===== config.mk =====
export PLATFORM = sky130hd
export DESIGN_NAME = alu_acc_seq
export DESIGN_NICKNAME = d
export VERILOG_FILES = /design/src/rtl/alu_pkg.sv /design/src/rtl/alu_acc_seq.sv
export SDC_FILE = /design/constraint.sdc
export NUM_CORES = 1
export LEC_CHECK = 0
export ABC_AREA = 1
export CAP_MARGIN = 10
export CORE_MARGIN = 5
export CORE_UTILIZATION = 38
export CTS_BUF_LIST = sky130_fd_sc_hd__clkbuf_16
export CTS_CLUSTER_DIAMETER = 60
export DETAILED_ROUTE_END_ITERATION = 16
export PLACE_DENSITY = 0.79
export SLEW_MARGIN = 20
export SYNTH_ARGS = -nofsm -noshare
export SYNTH_HDL_FRONTEND = slang
export SYNTH_SLANG_ARGS = --single-unit

===== constraint.sdc =====
create_clock -name clk -period 1.8 [get_ports clk]
set_clock_uncertainty 0.1 [all_clocks]
set_input_delay 0.18 -clock clk [delete_from_list [all_inputs] [get_ports clk]]
set_output_delay 0.18 -clock clk [all_outputs]
set_load 0.01 [all_outputs]

===== src/rtl/alu_pkg.sv =====
// Shared ALU types and constants for the alu and the accumulating sequencer.
package alu_pkg;

    localparam int DATA_WIDTH  = 8;
    localparam int ACC_MAX_LEN = 16;

    typedef enum logic [2:0] {
        ALU_ADD = 3'd0,
        ALU_SUB = 3'd1,
        ALU_AND = 3'd2,
        ALU_OR  = 3'd3,
        ALU_XOR = 3'd4
    } alu_opcode_t;

    typedef enum logic [1:0] {
        ACC_IDLE,
        ACC_ACCUM,
        ACC_DONE
    } acc_state_t;

endpackage


===== src/rtl/alu_acc_seq.sv =====
// Accumulating sequencer around an external alu: folds a packet of (op, operand)
// beats into one result. Optional abort input enabled by ALU_ACC_ABORT_EN.
module alu_acc_seq
    import alu_pkg::*;
#(
    parameter  int DATA_WIDTH = alu_pkg::DATA_WIDTH,
    parameter  int MAX_LEN    = ACC_MAX_LEN,
    localparam int CNT_W      = $clog2(MAX_LEN + 1)
) (
    input  logic                  clk,
    input  logic                  rst_n,
    input  logic                  in_valid,
    output logic                  in_ready,
    input  alu_opcode_t           in_op,
    input  logic [DATA_WIDTH-1:0] in_data,
    input  logic                  in_last,
`ifdef ALU_ACC_ABORT_EN
    input  logic                  in_abort,
`endif
    output logic [DATA_WIDTH-1:0] alu_a,
    output logic [DATA_WIDTH-1:0] alu_b,
    output alu_opcode_t           alu_op,
    input  logic [DATA_WIDTH-1:0] alu_result,
    output logic                  out_valid,
    input  logic                  out_ready,
    output logic [DATA_WIDTH-1:0] out_data,
    output logic [CNT_W-1:0]      out_count,
    output logic                  out_ovf
);

    localparam logic [CNT_W-1:0] MAX_CNT = CNT_W'(MAX_LEN);

    acc_state_t            state_q;
    logic [DATA_WIDTH-1:0] acc_q;
    logic [CNT_W-1:0]      cnt_q, cnt_d;
    logic                  ovf_q, ovf_d;
    logic                  in_ready_q, out_valid_q;
    logic                  accept;
    logic                  abort;

`ifdef ALU_ACC_ABORT_EN
    assign abort = in_abort;
`else
    assign abort = 1'b0;
`endif

    assign accept    = in_valid && in_ready_q;

    assign alu_a     = acc_q;
    assign alu_b     = in_data;
    assign alu_op    = in_op;

    assign in_ready  = in_ready_q;
    assign out_valid = out_valid_q;
    assign out_data  = acc_q;
    assign out_count = cnt_q;
    assign out_ovf   = ovf_q;

    // Count saturates at MAX_LEN; any further beat only raises the overflow flag.
    always_comb begin
        cnt_d = cnt_q;
        ovf_d = ovf_q;
        if (cnt_q == MAX_CNT) begin
            ovf_d = 1'b1;
        end else begin
            cnt_d = cnt_q + CNT_W'(1);
        end
    end

    always_ff @(posedge clk or negedge rst_n) begin
        if (!rst_n) begin
            state_q     <= ACC_IDLE;
            acc_q       <= '0;
            cnt_q       <= '0;
            ovf_q       <= 1'b0;
            in_ready_q  <= 1'b1;
            out_valid_q <= 1'b0;
        end else begin
            case (state_q)
                ACC_IDLE, ACC_ACCUM: begin
                    if (abort) begin
                        state_q <= ACC_IDLE;
                        acc_q   <= '0;
                        cnt_q   <= '0;
                        ovf_q   <= 1'b0;
                    end else if (accept) begin
                        if (state_q == ACC_IDLE) begin
                            acc_q <= in_data;
                            cnt_q <= CNT_W'(1);
                            ovf_q <= 1'b0;
                        end else begin
                            acc_q <= alu_result;
                            cnt_q <= cnt_d;
                            ovf_q <= ovf_d;
                        end
                        if (in_last) begin
                            state_q     <= ACC_DONE;
                            in_ready_q  <= 1'b0;
                            out_valid_q <= 1'b1;
                        end else begin
                            state_q <= ACC_ACCUM;
                        end
                    end
                end
                ACC_DONE: begin
                    if (out_ready) begin
                        state_q     <= ACC_IDLE;
                        in_ready_q  <= 1'b1;
                        out_valid_q <= 1'b0;
                    end
                end
                default: begin
                    state_q     <= ACC_IDLE;
                    in_ready_q  <= 1'b1;
                    out_valid_q <= 1'b0;
                end
            endcase
        end
    end

endmodule


==> results of run 1 <==
-- area by class of cell --
| type | count | share of cell area (%) |
|---|---|---|
| clock inverters | 1 | 0.246 |
| multi-input cells | 76 | 25.7 |
| repair buffers | 53 | 34.6 |
| clock buffers | 3 | 4.92 |
| inverters | 9 | 2.38 |
| well taps | 31 | 2.54 |
| flip-flops and latches | 18 | 29.6 |
-- metal layers --
layer	share of wire, %	track usage [%]
met5	0	0
met2	53	22.5
met3	5.7	3.78
met1	40	15.2
met4	1.3	5.57
-- power groups by stage --
stage / sequential, W / clock [W] / combinational (W)
after floorplan: 0.000783 / 0 / 0.000658
after global placement: 0.000737 / 0 / 0.00114
after detailed placement: 0.000753 / 0 / 0.00117
after CTS: 0.000749 / 0.000449 / 0.00117
after global routing: 0.000779 / 0.000469 / 0.00124
final: 0.000749 / 0.000443 / 0.00115
-- cell usage in the layout (no fill, tap or decap) --
| master | netlist | routed |
|---|---|---|
| a21oi_1 | 1 | 1 |
| buf_4 | 20 | 1 |
| clkbuf_16 | 0 | 3 |
| clkdlybuf4s50_1 | 0 | 52 |
| clkinv_1 | 0 | 1 |
| dfrtp_1 | 17 | 17 |
| dfstp_2 | 1 | 1 |
| ha_1 | 2 | 2 |
| inv_1 | 7 | 7 |
| inv_2 | 1 | 1 |
| inv_4 | 1 | 1 |
| nand2_1 | 20 | 20 |
| nand2_2 | 2 | 2 |
| nand3_1 | 6 | 6 |
| nand3_2 | 1 | 1 |
| nand4_1 | 2 | 2 |
| nor2_1 | 11 | 11 |
| nor2_2 | 3 | 3 |
| nor2_4 | 2 | 2 |
| o21a_1 | 1 | 1 |
| o21ai_0 | 13 | 13 |
| o21ai_1 | 9 | 9 |
| o21ai_2 | 1 | 1 |
| o31ai_1 | 1 | 1 |
| or2_2 | 1 | 1 |
-- worst paths after layout --
path	end	slack, ps	depth (start not counted)
worst max-delay path	out_count[2]	180	1
worst min-delay path	alu_a[3]$_DFFE_PN0P_	160	2
worst max register to register	out_count[0]$_DFFE_PN0P_	300	8
worst min register to register	alu_a[0]$_DFFE_PN0P_	410	2
max in group asynchronous	in_ready$_DFFE_PN1P_	1190	2
min in group clk	alu_op[1]	260	0
-- synthesized netlist by cell type (all sizes together) --
cell | number | area share (%)
o21a | 1 | 0.71
a21oi | 1 | 0.47
dfstp | 1 | 2.5
or2 | 1 | 0.59
o31ai | 1 | 0.71
nand2 | 22 | 8.3
ha | 2 | 2.4
buf | 22 | 16
inv | 9 | 3.4
nand4 | 2 | 1.2
o21ai | 23 | 11
nor2 | 16 | 7.8
dfrtp | 17 | 40
nand3 | 7 | 3.8
-- worst register-to-register path, delay by kind of cell, from the launching register on --
kind,cells,cell delay [ps]
buf+inv,2,160
compound gates,1,70
flops,1,480
simple gates,4,360
fa+ha+maj,1,210
-- sequential cells by signal (all words and copies together) (netlist names) --
name       count
alu_a          8
state_q        2
out_count      5
out_valid      1
in_ready       1
out_ovf        1
-- cells by family after synthesis --
kind of cell,synth area share [%]
flip-flops,42.9
AND/OR/NAND/NOR,21.7
AO/OA/AOI/OAI,13.2
buffers and inverters,19.8
adder cells (fa/ha/maj),2.37
-- per-stage QoR --
step	total power [W]	hold slack, ps
after global routing	0.00249	192
after global placement	0.00188	260
final	0.00234	157
after CTS	0.00237	166
after floorplan	0.00144	-216
after detailed placement	0.00192	260
==> results.sh, run 1 <==
export IMPL_die_h_um=62.7
export IMPL_report_final_slew_viol_count=0
export IMPL_synthesis_area_um2=1050
export IMPL_worstPathMaxFanout=9
export IMPL_p_sw_w=0.000871
export IMPL_final_cell_area_um2=1530
export IMPL_fin_crit_sh_pct=90.2
export IMPL_outcome="finished, final reports clean"
export IMPL_critPathBufInv=1
export IMPL_cp_startpoint="out_count[2]$_DFFE_PN0P_"
export IMPL_pin_count=59
export IMPL_cts_buffer_depth=2
export IMPL_critPathTopFamily="buffers and inverters"
export IMPL_clk_latency_ps=250
export IMPL_rsz0062_at_grt="false"
export IMPL_irDropWorstVdd_mv=0.887
export IMPL_leakagePower_nw=0.644
export IMPL_io_buffers=52
export IMPL_drtPass1Iterations=4
export IMPL_cp_slowest_cell="clkdlybuf4s50_1"
export IMPL_seq_area_um2=452
export IMPL_sw_frac_of_total_pct=37.2
export IMPL_yosysWarnings=0
export IMPL_routedWlPerCell_um=13.5
export IMPL_place_gp_congestion=0.658
export IMPL_r2r_start="out_count[0]$_DFFE_PN0P_"
export IMPL_die_area_um2=3930
export IMPL_antenna_cells=0
export IMPL_core_um2=2710
export IMPL_p_comb_share_pct=49.0
export IMPL_worst_slack_ps=177
export IMPL_path_cells="clkdlybuf4s50_1"
export IMPL_antenna_found_initial=0
export IMPL_nets=187
export IMPL_start_util_pct=38.9
export IMPL_syn_avg_cell_area_um2=8.43
export IMPL_finalSetupViolations=0
export IMPL_track_usage_pct=13.2
export IMPL_synth_seq_cells=18
export IMPL_cp_arrival_ps=1340
export IMPL_grt_pass1_vias=899
export IMPL_n_fill_cell=261
export IMPL_h_tree_depth=1
export IMPL_clock_root_buffer="clkbuf_16"
export IMPL_cts_tree="built"
export IMPL_drive_above_1_share_pct=10.6
export IMPL_antenna_left=0
export IMPL_clkSinkCount=18
export IMPL_syn_nets=151
export IMPL_hold_buffers=0
export IMPL_route_detailed_drc=0
export IMPL_wl_mm=2.58
export IMPL_place_inst=187
export IMPL_die_x_um=62.7
export IMPL_hold_viol=0
export IMPL_hold_class="in -> async"
export IMPL_final_core_util_pct=56.3
export IMPL_timing_fmax_mhz=616
export IMPL_numCtsBuffers=3
export IMPL_maxCapViolCount=0
export IMPL_slew_headroom_pct=79.8
export IMPL_power_density_nw_per_um2=1530
export IMPL_internal_power_w=0.00147
export IMPL_place_area_um2=1450
export IMPL_pre_cts_slack_ps=204
export IMPL_multi_input_area_um2=393
export IMPL_via_per_inst=4.91
export IMPL_crit_path_end_kind="output port"
export IMPL_synthToLayoutAreaGrowth_pct=44.9
export IMPL_gr_total_overflow=0
export IMPL_period_minus_slack_ps=1620
export IMPL_post_cts_buffers=0
export IMPL_pwr_share_clk_pct=19.0
export IMPL_slowest_delay_ps=600
export IMPL_ys_types=23
export IMPL_grt_pass1_wl_mm=4.22
export IMPL_grt_max_degree=19
export IMPL_worstPathRequired_ps=1520
export IMPL_path_class="reg -> out"
export IMPL_syn_instance_count=125
export IMPL_worst_pin_slew_ps=302
export IMPL_ys_seq_area_share_pct=42.9
export IMPL_num_rows=19
export IMPL_critPathLaunchType="flip-flop"
export IMPL_clk_pin_slew_ps=50
export IMPL_drt_iter0_drc=39
export IMPL_post_dp_hpwl_mm=1.99
export IMPL_pwr_share_seq_pct=32.0
export IMPL_vias=938
export IMPL_finalSetupTns_ps=0
export IMPL_cts_resized=0
export IMPL_fin_cells=191
(Power assumes the default switching activity.)
==> inputs of run 2 (changes only) <==
Settings changed: CORE_UTILIZATION 38 to 34, PLACE_DENSITY 0.79 to 0.75.
Clock period 1.8 ns to 1.43 ns, I/O delays scaled along.
==> results.sh, run 2 (same netlist as run 1, synthesis figures left out) <==
export IMPL_hold_viol=0
export IMPL_nets=198
export IMPL_power_density_nw_per_um2=1830
export IMPL_drtPass1Iterations=4
export IMPL_final_core_util_pct=57.7
export IMPL_report_final_slew_viol_count=0
export IMPL_outcome="finished, final reports clean"
export IMPL_crit_path_end_kind="flip-flop"
export IMPL_clock_root_buffer="clkbuf_16"
export IMPL_irDropWorstVdd_mv=0.637
export IMPL_cts_buffer_depth=2
export IMPL_grt_pass1_vias=923
export IMPL_gr_total_overflow=0
export IMPL_worstPathRequired_ps=1470
export IMPL_worst_slack_ps=9.09
export IMPL_maxCapViolCount=0
export IMPL_leakagePower_nw=0.906
export IMPL_pre_cts_slack_ps=-4.40
export IMPL_critPathLaunchType="flip-flop"
export IMPL_start_util_pct=35.1
export IMPL_worstPathMaxFanout=7
export IMPL_finalSetupTns_ps=0
export IMPL_io_buffers=52
export IMPL_drt_iter0_drc=26
export IMPL_cts_tree="built"
export IMPL_place_inst=194
export IMPL_fin_crit_sh_pct=99.4
export IMPL_routedWlPerCell_um=15.0
export IMPL_die_h_um=65.7
export IMPL_numCtsBuffers=3
export IMPL_fin_cells=204
export IMPL_h_tree_depth=1
export IMPL_num_rows=20
export IMPL_busiest_layer="met2"
export IMPL_drive_above_1_share_pct=25.7
export IMPL_path_class="reg -> reg"
export IMPL_period_minus_slack_ps=1420
export IMPL_die_x_um=65.7
export IMPL_vias=989
export IMPL_finalSetupViolations=0
export IMPL_place_gp_congestion=0.749
export IMPL_clkSinkCount=18
export IMPL_via_per_inst=4.85
export IMPL_rsz0062_at_grt="true"
export IMPL_cp_arrival_ps=1460
export IMPL_layout_commonest_cell="clkdlybuf4s50_1"
export IMPL_antenna_cells=0
export IMPL_gr_usage_met1_pct=15.5
export IMPL_grt_use_met2_pct=24.8
export IMPL_synthToLayoutAreaGrowth_pct=64.5
export IMPL_hold_buffers=0
export IMPL_track_usage_pct=13.4
export IMPL_largest_register_ffs=8
export IMPL_worst_pin_slew_ps=295
export IMPL_grt_max_degree=19
export IMPL_hold_class="in -> async"
export IMPL_route_detailed_drc=0
export IMPL_antenna_found_initial=0
export IMPL_grt_pass1_wl_mm=4.46
export IMPL_timing_fmax_mhz=704
export IMPL_final_cell_mix="30 x clkdlybuf4s50_1, 17 x dlymetal6s2s_1, 15 x nand2_1, 15 x dfrtp_1"
export IMPL_core_um2=3000
export IMPL_clk_latency_ps=250
export IMPL_slew_headroom_pct=80.3
export IMPL_pin_count=59
export IMPL_grt_use_met3_pct=0.513
export IMPL_die_area_um2=4310
export IMPL_antenna_left=0
export IMPL_post_dp_hpwl_mm=2.11
export IMPL_wl_mm=3.06
export IMPL_clk_pin_slew_ps=50
-- run 2: where the power goes --
group	leakage, nW	internal [W]	switching [W]
sequential	0.223	0.000727	0.000203
clock	0.0385	0.000371	0.000182
combinational	0.645	0.000843	0.000845
total	0.906	0.00194	0.00123
-- run 2: path summary, 6_finish.rpt --
kind / startpoint / to / slack (ps) / cells past startpoint
setup / recovery: in_ready$_DFFE_PN1P_ / out_count[3]$_DFFE_PN0P_ / 9 / 6
hold / removal: rst_n / alu_a[7]$_DFFE_PN0P_ / 130 / 2
setup reg to reg: in_ready$_DFFE_PN1P_ / out_count[3]$_DFFE_PN0P_ / 9 / 6
hold reg to reg: out_valid$_DFFE_PN0P_ / out_valid$_DFFE_PN0P_ / 400 / 2
max in group asynchronous: rst_n / in_ready$_DFFE_PN1P_ / 850 / 2
min in group clk: in_op[0] / alu_op[0] / 190 / 0
-- run 2: worst max-delay path: stages, from the launching register on --
cell and delay, ps:
dfstp_2 550, nand2_2 70, nor2_4 230, buf_6 170, nand2_4 70, nand2_2 60
o21ai_2 50
-- run 2: routing by layer --
layer,share of wire (%),up-vias,wire (µm)
met5,0,-,0
met4,2.1,0,63
met3,5.8,4,179
met2,52,36,1590
met1,40,466,1230
li1,-,483,-
-- run 2: what timing repair did --
action                                  in CTS  in global routing
buffers inserted                             2                  3
pin swaps                                    0                 11
endpoints found under the hold margin        0                  0
endpoints found under the setup margin       7                 31
gates resized for setup                      6                 47
cloned                                       0                  1
-- run 2: area by class of cell --
cell class	instances	area, µm²
Fill cell	259	1270
Timing Repair Buffer	63	651
Multi-Input combinational cell	77	472
Sequential cell	18	454
Clock buffer	3	75.1
Tap cell	33	41.3
Inverter	9	36.3
Clock inverter	1	3.75
-- run 2: per-stage QoR --
stage / power [W] / cell area [µm²] / hold WS [ps]
2_1_floorplan: 0.00181 / 1050 / -253
3_3_place_gp: 0.00240 / 1490 / 186
3_5_place_dp: 0.00245 / 1490 / 186
4_1_cts: 0.00301 / 1580 / 138
5_1_grt: 0.00337 / 1730 / 152
6_report: 0.00317 / 1730 / 129
